===== config.mk =====
export PLATFORM = sky130hd
export DESIGN_NAME = alu_share_arbiter_flat
export DESIGN_NICKNAME = d
export VERILOG_FILES = /design/src/rtl/alu_share_arbiter_if.sv /design/src/rtl/alu_share_arbiter.sv /design/src/flat_wrapper.sv
export SDC_FILE = /design/constraint.sdc
export NUM_CORES = 1
export LEC_CHECK = 0
export ABC_CLOCK_PERIOD_IN_PS = 6200
export BUFFER_PORTS_ARGS = -buffer_cell sky130_fd_sc_hd__buf_2
export CORE_AREA = 2 2 113 115
export CTS_BUF_LIST = sky130_fd_sc_hd__clkbuf_2
export DETAILED_ROUTE_END_ITERATION = 6
export DIE_AREA = 0 0 115 117
export PLACE_DENSITY = 0.9
export SYNTH_ARGS = -nofsm -noshare
export SYNTH_HDL_FRONTEND = slang
export SYNTH_SLANG_ARGS = --single-unit
export TNS_END_PERCENT = 50

===== constraint.sdc =====
create_clock -name clk -period 6.2 [get_ports clk]
set_clock_uncertainty 0.2 [all_clocks]
set_input_delay 1.86 -clock clk [delete_from_list [all_inputs] [get_ports clk]]
set_output_delay 1.86 -clock clk [all_outputs]
set_load 0.005 [all_outputs]

===== src/rtl/alu_share_arbiter_if.sv =====
// Request/response bundle between the requesting pipeline units and the shared-ALU arbiter.
// Per-requester operand and opcode fields are packed as [i*WIDTH +: WIDTH].
interface alu_share_arbiter_if #(
    parameter int N_REQ = 2,
    parameter int XLEN  = 32,
    parameter int OP_W  = 4
);
    logic [N_REQ-1:0]      req_valid;
    logic [N_REQ-1:0]      req_ready;
    logic [N_REQ*XLEN-1:0] req_src_a;
    logic [N_REQ*XLEN-1:0] req_src_b;
    logic [N_REQ*OP_W-1:0] req_op;
    logic [N_REQ-1:0]      rsp_valid;
    logic [N_REQ-1:0]      rsp_ready;
    logic [XLEN-1:0]       rsp_result;

    modport master (
        output req_valid, req_src_a, req_src_b, req_op, rsp_ready,
        input  req_ready, rsp_valid, rsp_result
    );

    modport slave (
        input  req_valid, req_src_a, req_src_b, req_op, rsp_ready,
        output req_ready, rsp_valid, rsp_result
    );
endinterface


===== src/rtl/alu_share_arbiter.sv =====
// Round-robin sharing of one combinational ALU between N_REQ requesters:
// accept -> drive ALU from operand registers -> hold result on a valid/ready response.
module alu_share_arbiter #(
    parameter int N_REQ = 2,
    parameter int XLEN  = 32,
    parameter int OP_W  = 4,
    parameter int CNT_W = 16
) (
    input  logic               clk,
    input  logic               rst_n,
    alu_share_arbiter_if.slave bus,
    output logic [XLEN-1:0]    alu_src_a,
    output logic [XLEN-1:0]    alu_src_b,
    output logic [OP_W-1:0]    alu_op,
    input  logic [XLEN-1:0]    alu_result,
    output logic               busy,
    output logic [CNT_W-1:0]   op_count
);
    localparam int IDX_W = (N_REQ > 1) ? $clog2(N_REQ) : 1;
    localparam logic [OP_W-1:0] ALU_ADD = '0;

    typedef enum logic [1:0] {
        IDLE = 2'd0,
        EXEC = 2'd1,
        RESP = 2'd2
    } state_t;

    state_t state_q;
    state_t state_d;

    logic [IDX_W-1:0]       rr_ptr_q;
    logic [IDX_W-1:0]       owner_p0;
    logic signed [XLEN-1:0] src_a_p0;
    logic signed [XLEN-1:0] src_b_p0;
    logic [OP_W-1:0]        op_p0;
    logic signed [XLEN-1:0] result_p1;

    logic             win_found;
    logic [IDX_W-1:0] win_idx;
    logic [IDX_W:0]   cand;
    logic             accept;
    logic             complete;

    function automatic logic [IDX_W-1:0] next_ptr(input logic [IDX_W-1:0] cur);
        if (cur == IDX_W'(N_REQ - 1))
            return '0;
        return cur + 1'b1;
    endfunction

    // Scan from the highest offset down so the lowest offset past rr_ptr wins.
    always_comb begin
        win_found = 1'b0;
        win_idx   = '0;
        cand      = '0;
        for (int k = N_REQ - 1; k >= 0; k--) begin
            cand = {1'b0, rr_ptr_q} + (IDX_W + 1)'(k);
            if (cand >= (IDX_W + 1)'(N_REQ))
                cand = cand - (IDX_W + 1)'(N_REQ);
            if (bus.req_valid[cand[IDX_W-1:0]]) begin
                win_found = 1'b1;
                win_idx   = cand[IDX_W-1:0];
            end
        end
    end

    assign accept   = (state_q == IDLE) && win_found;
    assign complete = (state_q == RESP) && bus.rsp_ready[owner_p0];

    always_ff @(posedge clk or negedge rst_n) begin
        if (!rst_n) begin
            state_q  <= IDLE;
            rr_ptr_q <= '0;
            op_count <= '0;
        end else begin
            state_q <= state_d;
            if (complete) begin
                rr_ptr_q <= next_ptr(owner_p0);
                op_count <= op_count + 1'b1;
            end
        end
    end

    always_comb begin
        state_d = state_q;
        case (state_q)
            IDLE:    if (win_found) state_d = EXEC;
            EXEC:    state_d = RESP;
            RESP:    if (bus.rsp_ready[owner_p0]) state_d = IDLE;
            default: state_d = IDLE;
        endcase
    end

    // Grant is qualified by rst_n so nothing is offered while reset is held.
    always_comb begin
        bus.req_ready = '0;
        bus.rsp_valid = '0;
        busy          = 1'b0;
        case (state_q)
            IDLE: begin
                if (win_found && rst_n)
                    bus.req_ready[win_idx] = 1'b1;
            end
            EXEC: busy = 1'b1;
            RESP: begin
                busy                    = 1'b1;
                bus.rsp_valid[owner_p0] = 1'b1;
            end
            default: busy = 1'b0;
        endcase
    end

    // Stage p0: operands captured on the accept edge.
    always_ff @(posedge clk or negedge rst_n) begin
        if (!rst_n) begin
            owner_p0 <= '0;
            src_a_p0 <= '0;
            src_b_p0 <= '0;
            op_p0    <= ALU_ADD;
        end else if (accept) begin
            owner_p0 <= win_idx;
            src_a_p0 <= bus.req_src_a[int'(win_idx)*XLEN +: XLEN];
            src_b_p0 <= bus.req_src_b[int'(win_idx)*XLEN +: XLEN];
            op_p0    <= bus.req_op[int'(win_idx)*OP_W +: OP_W];
        end
    end

    // Stage p1: ALU output captured at the end of EXEC.
    always_ff @(posedge clk or negedge rst_n) begin
        if (!rst_n)
            result_p1 <= '0;
        else if (state_q == EXEC)
            result_p1 <= alu_result;
    end

    assign alu_src_a      = src_a_p0;
    assign alu_src_b      = src_b_p0;
    assign alu_op         = op_p0;
    assign bus.rsp_result = result_p1;
endmodule


===== src/flat_wrapper.sv =====
// flat-port wrapper written by rule: the top's interface ports become plain ports
module alu_share_arbiter_flat 
#(
    parameter int N_REQ = 2,
    parameter int XLEN  = 32,
    parameter int OP_W  = 4,
    parameter int CNT_W = 16
)
  (clk, rst_n, alu_src_a, alu_src_b, alu_op, alu_result, busy, op_count, bus_req_valid, bus_req_src_a, bus_req_src_b, bus_req_op, bus_rsp_ready, bus_req_ready, bus_rsp_valid, bus_rsp_result);
  alu_share_arbiter_if #(.N_REQ(N_REQ), .XLEN(XLEN), .OP_W(OP_W)) bus_i ();
  input  logic clk;
  input  logic rst_n;
  output logic [XLEN-1:0] alu_src_a;
  output logic [XLEN-1:0] alu_src_b;
  output logic [OP_W-1:0] alu_op;
  input  logic [XLEN-1:0] alu_result;
  output logic busy;
  output logic [CNT_W-1:0] op_count;
  input wire logic [$bits(bus_i.req_valid)-1:0] bus_req_valid;
  input wire logic [$bits(bus_i.req_src_a)-1:0] bus_req_src_a;
  input wire logic [$bits(bus_i.req_src_b)-1:0] bus_req_src_b;
  input wire logic [$bits(bus_i.req_op)-1:0] bus_req_op;
  input wire logic [$bits(bus_i.rsp_ready)-1:0] bus_rsp_ready;
  output wire logic [$bits(bus_i.req_ready)-1:0] bus_req_ready;
  output wire logic [$bits(bus_i.rsp_valid)-1:0] bus_rsp_valid;
  output wire logic [$bits(bus_i.rsp_result)-1:0] bus_rsp_result;
  assign bus_i.req_valid = bus_req_valid;
  assign bus_i.req_src_a = bus_req_src_a;
  assign bus_i.req_src_b = bus_req_src_b;
  assign bus_i.req_op = bus_req_op;
  assign bus_i.rsp_ready = bus_rsp_ready;
  assign bus_req_ready = bus_i.req_ready;
  assign bus_rsp_valid = bus_i.rsp_valid;
  assign bus_rsp_result = bus_i.rsp_result;
  alu_share_arbiter #(.N_REQ(N_REQ), .XLEN(XLEN), .OP_W(OP_W), .CNT_W(CNT_W)) u_core (.clk(clk), .rst_n(rst_n), .bus(bus_i), .alu_src_a(alu_src_a), .alu_src_b(alu_src_b), .alu_op(alu_op), .alu_result(alu_result), .busy(busy), .op_count(op_count));
endmodule

==> results of run 1 <==
area by class of cell:
class,count,area [um^2],share of cell area [%]
timing repair buffer,301,1530,21.6
multi-input combinational,296,2120,30.0
clock inverter,13,134,1.89
clock buffer,17,85.1,1.20
sequential,120,3000,42.5
tap,150,188,2.66
inverter,4,15.0,0.212
metal layers:
layer / routed length, um / vias to the layer above / track usage (%)
met3: 1020 / 10 / 6.02
met5: 11 / - / 0
met1: 5270 / 2014 / 21.7
li1: - / 2140 / -
met2: 6780 / 183 / 33.9
met4: 97 / 2 / 5.54
worst max-delay path by stage:
stage                       end  slack [ps]  depth (start not counted)
2_1_floorplan  bus_req_ready[0]        1380                          7
3_3_place_gp   bus_req_ready[0]        1410                          5
3_5_place_dp   bus_req_ready[0]        1410                          5
4_1_cts        bus_req_ready[0]        1400                          5
5_1_grt        bus_req_ready[0]        1290                          5
6_report       bus_req_ready[0]        1420                          5
synthesized netlist by cell type, types with 3 or more instances:
cell type / n
and3_1: 5
dfrtp_1: 120
nand2_1: 73
mux2_2: 33
inv_1: 4
nand3_1: 8
mux2i_1: 68
buf_2: 13
clkbuf_1: 12
xnor2_1: 12
xor2_1: 3
ha_1: 5
o21ai_0: 69
nor2_1: 3
power breakdown:
group	total (mW)	leakage [nW]	internal, mW	switching [mW]
Sequential	1.33	1.48	1.14	0.191
Clock	0.468	0.121	0.176	0.292
Combinational	1.20	2.32	0.599	0.600
Total	2.99	3.91	1.91	1.08
sequential cells by signal, indices dropped and copies added (netlist names):
register / count
u_core.alu_src_a: 32
u_core.alu_op: 4
u_core.alu_src_b: 32
u_core.owner_p0: 1
u_core.bus.rsp_result: 32
u_core.rr_ptr_q: 1
u_core.state_q: 2
u_core.op_count: 16
kinds of logic after synthesis:
group / synth area share, %
adders and majority gates: 1.19
and+or+nand+nor: 8.36
muxes: 20.6
buffers and inverters: 2.75
AOI/OAI and AO/OA: 7.35
xor gates and xnor gates: 2.51
DFF: 57.3
stage by stage:
step                power, mW  utilization [%]  setup slack, ps  hold WS (ps)  cells
floorplan                1.99                -             1380           266    447
global placement         2.52             55.6             1410           256    871
finish                   2.99             57.4             1420           291    901
global route             3.24             57.4             1290           320    901
detailed placement       2.57             55.6             1410           265    871
CTS                      3.04             57.4             1400           300    901
worst max-delay path: stages:
cell and delay (ps):
buf_2 140, o21ai_4 130, buf_4 350, nor3b_1 90
buf_2 140
==> impl_metrics.env, run 1 <==
export IMPL_groute_usage_overall_pct=18.9
export IMPL_fin_setup_tns_ps=0
export IMPL_netlist_top_cell_by_area="dfrtp_1"
export IMPL_antenna_violating_nets_post_route=0
export IMPL_critPathRequiredTime_ps=4140
export IMPL_cts_repair_resized_insts=0
export IMPL_cts_max_level=4
export IMPL_antenna_found_initial=1
export IMPL_worstSetupStartpoint="bus_req_valid[1]"
export IMPL_yosys_warnings=0
export IMPL_grt_ovfl_total=0
export IMPL_die_height_um=117
export IMPL_setup_reg_to_reg_worst_slack_ps=3700
export IMPL_syn_inst=447
export IMPL_regToRegStartpoint="u_core.state_q[0]"
export IMPL_grt_pass1_vias=4118
export IMPL_yosys_register_bits=120
export IMPL_cts_hold_buffers_added=0
export IMPL_final_count_of_hold_timing_violations=0
export IMPL_cts_inserted_buffers=17
export IMPL_antenna_cells_inserted=0
export IMPL_core_area_um2=12300
export IMPL_grt_setup_unrepaired="no"
export IMPL_grt_start_max_net_pins=97
export IMPL_fillers=1033
export IMPL_worst_setup_hold_path_clk_slew_ps=160
export IMPL_drive_above_1_share_pct=49.0
export IMPL_worst_ir_drop_vdd_uv=170
export IMPL_mostFrequentLayoutCell="buf_2"
export IMPL_min_delay_start="u_core.alu_src_b[3]"
export IMPL_synth_async_reset_ratio_pct=100
export IMPL_nNetsFinal=919
export IMPL_synth_top_cells_by_area="dfrtp_1, mux2i_1, mux2_2, o21ai_0, nand2_1"
export IMPL_drv_cap=0
export IMPL_fp_row_count=41
export IMPL_run_status="finished clean"
export IMPL_total_leakage_power_nw=3.91
export IMPL_dp_final_hpwl_um=10100
export IMPL_final_setup_violation_count=0
export IMPL_number_of_enable_type_register_cells_in_the_synthesized_netlist=0
export IMPL_number_of_nets_produced_by_synthesis=626
export IMPL_synthToLayoutAreaGrowth_pct=34.9
export IMPL_first_pass_iters=6
export IMPL_most_common_layout_cells="buf_2, dfrtp_1, nand2_1"
export IMPL_drc_errors=0
export IMPL_design_area_um2=7070
export IMPL_hp_class="flop to flop"
export IMPL_clock_sinks=120
export IMPL_cts_repair_timing_setup_buffer_count=0
export IMPL_synth_flop_cell="dfrtp_1"
export IMPL_floorplan_die_width_um=115
export IMPL_num_io_pins=295
export IMPL_finalWeightedCongestion=0.813
export IMPL_wire_per_inst_um=14.6
export IMPL_clk_insertion_delay_late_ps=610
export IMPL_initial_core_util_pct=42.6
export IMPL_worstRegToRegCells=6
export IMPL_crit_path_end_kind="primary output"
export IMPL_maxSlewViolCount=0
export IMPL_power_density_nw_per_um2=424
export IMPL_detailedRoute_firstIterationViolations=251
export IMPL_min_period_over_period_pct=77.1
export IMPL_final_min_clock_period_ps=4780
export IMPL_synth_yosys_seq_area_share_pct=57.3
export IMPL_port_buffers=294
export IMPL_slew_at_the_pin_with_the_worst_max_slew_slack_ps=945
export IMPL_number_of_vias_in_the_routed_layout=4349
export IMPL_wl_um=13200
export IMPL_detailed_place_area_um2=6850
export IMPL_synth_area_per_cell_um2=11.7
export IMPL_tritoncts="yes"
export IMPL_timing_setup_critical_path_class="primary input to primary output"
export IMPL_maxClockFrequency_mhz=209
export IMPL_maxSlewHeadroom_pct=37.0
export IMPL_critical_path_reg2reg_endpoint="u_core.alu_src_a[6]"
export IMPL_clockBufferDepth=2
export IMPL_worst_hold_path_num_cells=2
export IMPL_ys_types=30
export IMPL_grt_first_pass_wirelength_um=19500
export IMPL_root_buffer="clkbuf_2"
export IMPL_critical_path_startpoint_type="primary input"
export IMPL_routed_via_density=4.83
export IMPL_crit_path_max_fanout=43
export IMPL_synth_top_area_share_pct=57.3
export IMPL_whs_endpoint="u_core.alu_src_b[3]"
export IMPL_netlist_area_um2=5240
export IMPL_arrival_ps=2720
export IMPL_die_area_um2=13500
Power figures use the tool's default switching activity.
==> run 2: changes to the inputs <==
--- a/config.mk
+++ b/config.mk
@@ -5,13 +5,14 @@
 export SDC_FILE = /design/constraint.sdc
 export NUM_CORES = 1
 export LEC_CHECK = 0
-export ABC_CLOCK_PERIOD_IN_PS = 6200
+export ABC_AREA = 1
+export ABC_CLOCK_PERIOD_IN_PS = 4700
 export BUFFER_PORTS_ARGS = -buffer_cell sky130_fd_sc_hd__buf_2
-export CORE_AREA = 2 2 113 115
+export CORE_AREA = 2 2 115 117
 export CTS_BUF_LIST = sky130_fd_sc_hd__clkbuf_2
 export DETAILED_ROUTE_END_ITERATION = 6
-export DIE_AREA = 0 0 115 117
-export PLACE_DENSITY = 0.9
+export DIE_AREA = 0 0 117 119
+export PLACE_DENSITY = 0.89
 export SYNTH_ARGS = -nofsm -noshare
 export SYNTH_HDL_FRONTEND = slang
 export SYNTH_SLANG_ARGS = --single-unit
==> constraint.sdc (replaced) <==
create_clock -name clk -period 4.7 [get_ports clk]
set_clock_uncertainty 0.2 [all_clocks]
set_input_delay 1.41 -clock clk [delete_from_list [all_inputs] [get_ports clk]]
set_output_delay 1.41 -clock clk [all_outputs]
set_load 0.005 [all_outputs]
==> run 2 against run 1 <==
  * Setup slack lost 660 ps
  * Synthesized area increased by 3.4%
  * Register-to-register slack worse by 1300 ps
  * Die area is 3.5% higher
  * Flip-flop and latch count is the same
  * Largest cell class unchanged
  * Largest power group is now combinational logic
==> impl_metrics.env, run 2 <==
export IMPL_worst_hold_path_num_cells=1
export IMPL_synth_flop_cell="dfrtp_1"
export IMPL_wire_per_inst_um=14.6
export IMPL_initial_core_util_pct=42.1
export IMPL_worst_setup_hold_path_clk_slew_ps=170
export IMPL_tritoncts="yes"
export IMPL_register_area_um2=3000
export IMPL_die_height_um=119
export IMPL_setup_worst_path_end="bus_req_ready[0]"
export IMPL_port_buffers=294
export IMPL_drive_above_1_share_pct=42.3
export IMPL_grt_first_pass_wirelength_um=23600
export IMPL_critPathRequiredTime_ps=3090
export IMPL_synth_top_cells_by_area="dfrtp_1, a21oi_1, nand2_1, mux2_2, nor2_1"
export IMPL_worstSetupStartpoint="bus_req_valid[1]"
export IMPL_multi_input_comb_area_um2=2150
export IMPL_grt_ovfl_total=0
export IMPL_cts_inserted_buffers=17
export IMPL_fillers=1175
export IMPL_grt_pass1_vias=4934
export IMPL_first_pass_iters=4
export IMPL_fp_row_count=42
export IMPL_slew_at_the_pin_with_the_worst_max_slew_slack_ps=861
export IMPL_dpl_worst_slack_ps=767
export IMPL_number_of_enable_type_register_cells_in_the_synthesized_netlist=0
export IMPL_mostFrequentLayoutCell="buf_2"
export IMPL_synth_yosys_seq_area_share_pct=55.4
export IMPL_run_status="finished clean"
export IMPL_critical_path_reg2reg_endpoint="u_core.alu_src_a[11]"
export IMPL_synth_area_per_cell_um2=9.24
export IMPL_setup_slack_ps=762
export IMPL_synth_most_common_cell="a21oi_1"
export IMPL_grt_setup_unrepaired="no"
export IMPL_cts_max_level=4
export IMPL_grt_start_max_net_pins=72
export IMPL_min_period_over_period_pct=83.8
export IMPL_worst_ir_drop_vdd_uv=237
export IMPL_final_min_clock_period_ps=3940
export IMPL_timing_setup_critical_path_class="primary input to primary output"
export IMPL_regToRegStartpoint="u_core.state_q[0]"
export IMPL_netlist_area_um2=5420
export IMPL_cts_repair_resized_insts=0
export IMPL_synth_common_cells="a21oi_1, dfrtp_1, nand2_1"
export IMPL_number_of_vias_in_the_routed_layout=5242
export IMPL_synthToLayoutAreaGrowth_pct=33.6
export IMPL_crit_path_end_kind="primary output"
export IMPL_maxSlewHeadroom_pct=42.6
export IMPL_floorplan_die_width_um=117
export IMPL_power_density_nw_per_um2=590
export IMPL_core_area_um2=12900
export IMPL_yosys_warnings=0
export IMPL_ys_types=29
export IMPL_die_area_um2=13900
export IMPL_internal_power_mw=2.67
export IMPL_dp_final_hpwl_um=11200
export IMPL_power_clock_fraction_pct=16.4
export IMPL_synth_async_reset_ratio_pct=100
export IMPL_fin_total_pwr_mw=4.27
export IMPL_hp_class="flop to flop"
export IMPL_maxSlewViolCount=0
export IMPL_worstRegToRegCells=6
export IMPL_clockBufferDepth=2
export IMPL_most_common_layout_cells="buf_2, a21oi_1, nand2_1, dfrtp_1, nor2_1"
export IMPL_maxClockFrequency_mhz=254
export IMPL_setup_reg_to_reg_worst_slack_ps=2370
export IMPL_critical_path_startpoint_type="primary input"
export IMPL_root_buffer="clkbuf_2"
export IMPL_seq_pwr_share_pct=41.2
export IMPL_crit_path_max_fanout=28
export IMPL_num_io_pins=295
export IMPL_groute_usage_overall_pct=22.2
export IMPL_final_count_of_hold_timing_violations=0
export IMPL_clock_sinks=120
export IMPL_cts_hold_buffers_added=0
export IMPL_nNetsFinal=1053
export IMPL_arrival_ps=2330
export IMPL_switching_share_pct=37.6
export IMPL_share_comb_of_total_power_pct=42.4
export IMPL_detailedRoute_firstIterationViolations=291
export IMPL_wl_um=15600
export IMPL_routed_via_density=4.93
export IMPL_fin_setup_tns_ps=0
export IMPL_power_net_switching_mw=1.61
export IMPL_number_of_nets_produced_by_synthesis=766
export IMPL_antenna_found_initial=2
export IMPL_synth_top_area_share_pct=55.4
export IMPL_cts_repair_timing_setup_buffer_count=0
export IMPL_syn_inst=587
export IMPL_yosys_register_bits=120
export IMPL_netlist_top_cell_by_area="dfrtp_1"
export IMPL_antenna_violating_nets_post_route=0
export IMPL_total_leakage_power_nw=3.65
export IMPL_finalWeightedCongestion=0.873
export IMPL_drv_cap=0
export IMPL_clk_insertion_delay_late_ps=650
export IMPL_final_setup_violation_count=0
export IMPL_drc_errors=0
-- run 2: cell count changes after synthesis, moves of 6 or more --
cell	before	now
nor2_1	3	83
a21oi_1	1	127
xnor2_1	12	4
nand4_1	1	7
o21ai_0	69	3
inv_1	4	19
nand2_1	73	120
mux2i_1	68	0
a21oi_2	0	10
-- run 2: cells by family after synthesis --
| kind of cell | Yosys count | synth area share, % |
|---|---|---|
| buffers and inverters | 55 | 5.08 |
| muxes | 32 | 6.65 |
| adders and majority gates | 5 | 1.15 |
| DFF | 120 | 55.4 |
| xor gates and xnor gates | 7 | 1.13 |
| AOI/OAI and AO/OA | 144 | 14.1 |
| and+or+nand+nor | 224 | 16.5 |
-- run 2: worst max-delay path: stages --
cell	delay, ps
buf_2	120
or2_1	270
nand2_4	300
nor3_1	90
buf_2	140
-- run 2: power groups by stage --
stage / Clock [mW] / Combinational, mW / Sequential [mW]
2_1_floorplan: 0 / 1.01 / 1.81
6_report: 0.702 / 1.81 / 1.76
3_5_place_dp: 0 / 1.83 / 1.78
3_3_place_gp: 0 / 1.76 / 1.75
5_1_grt: 0.774 / 2.03 / 1.82
4_1_cts: 0.729 / 1.83 / 1.76
-- run 2: layer usage --
layer	part of all wire [%]	vias up	routed length [um]	track usage, %
li1	-	2520	-	-
met1	40	2455	6180	24.9
met2	50	223	7780	38.3
met3	6.7	44	1040	5.55
met4	3.6	0	555	11.4
met5	0	-	0	0
-- run 2: cell type report --
class	count	area share [%]
tap	176	3.04
clock inverter	12	2.18
clock buffer	19	1.31
timing repair buffer	301	21.1
sequential	120	41.5
multi-input combinational	412	29.7
antenna	2	0.0691
inverter	22	1.17
-- run 2: worst min path at each step --
stage | startpoint | endpoint | slack (ps)
3_3_place_gp | u_core.bus.rsp_result[4] | u_core.bus.rsp_result[4] | 260
2_1_floorplan | u_core.rr_ptr_q | u_core.rr_ptr_q | 280
3_5_place_dp | u_core.bus.rsp_result[4] | u_core.bus.rsp_result[4] | 270
4_1_cts | u_core.bus.rsp_result[4] | u_core.bus.rsp_result[4] | 310
5_1_grt | u_core.bus.rsp_result[30] | u_core.bus.rsp_result[30] | 340
6_report | u_core.bus.rsp_result[4] | u_core.bus.rsp_result[4] | 300
-- run 2: through the flow --
stage	util, %	hold slack, ps	cells	cell area, um^2
floorplan	-	277	587	5420
global placement	54.3	263	1031	6990
detailed placement	54.3	271	1031	6990
CTS	56.2	307	1062	7240
global route	56.3	339	1064	7240
finish	56.3	304	1064	7240
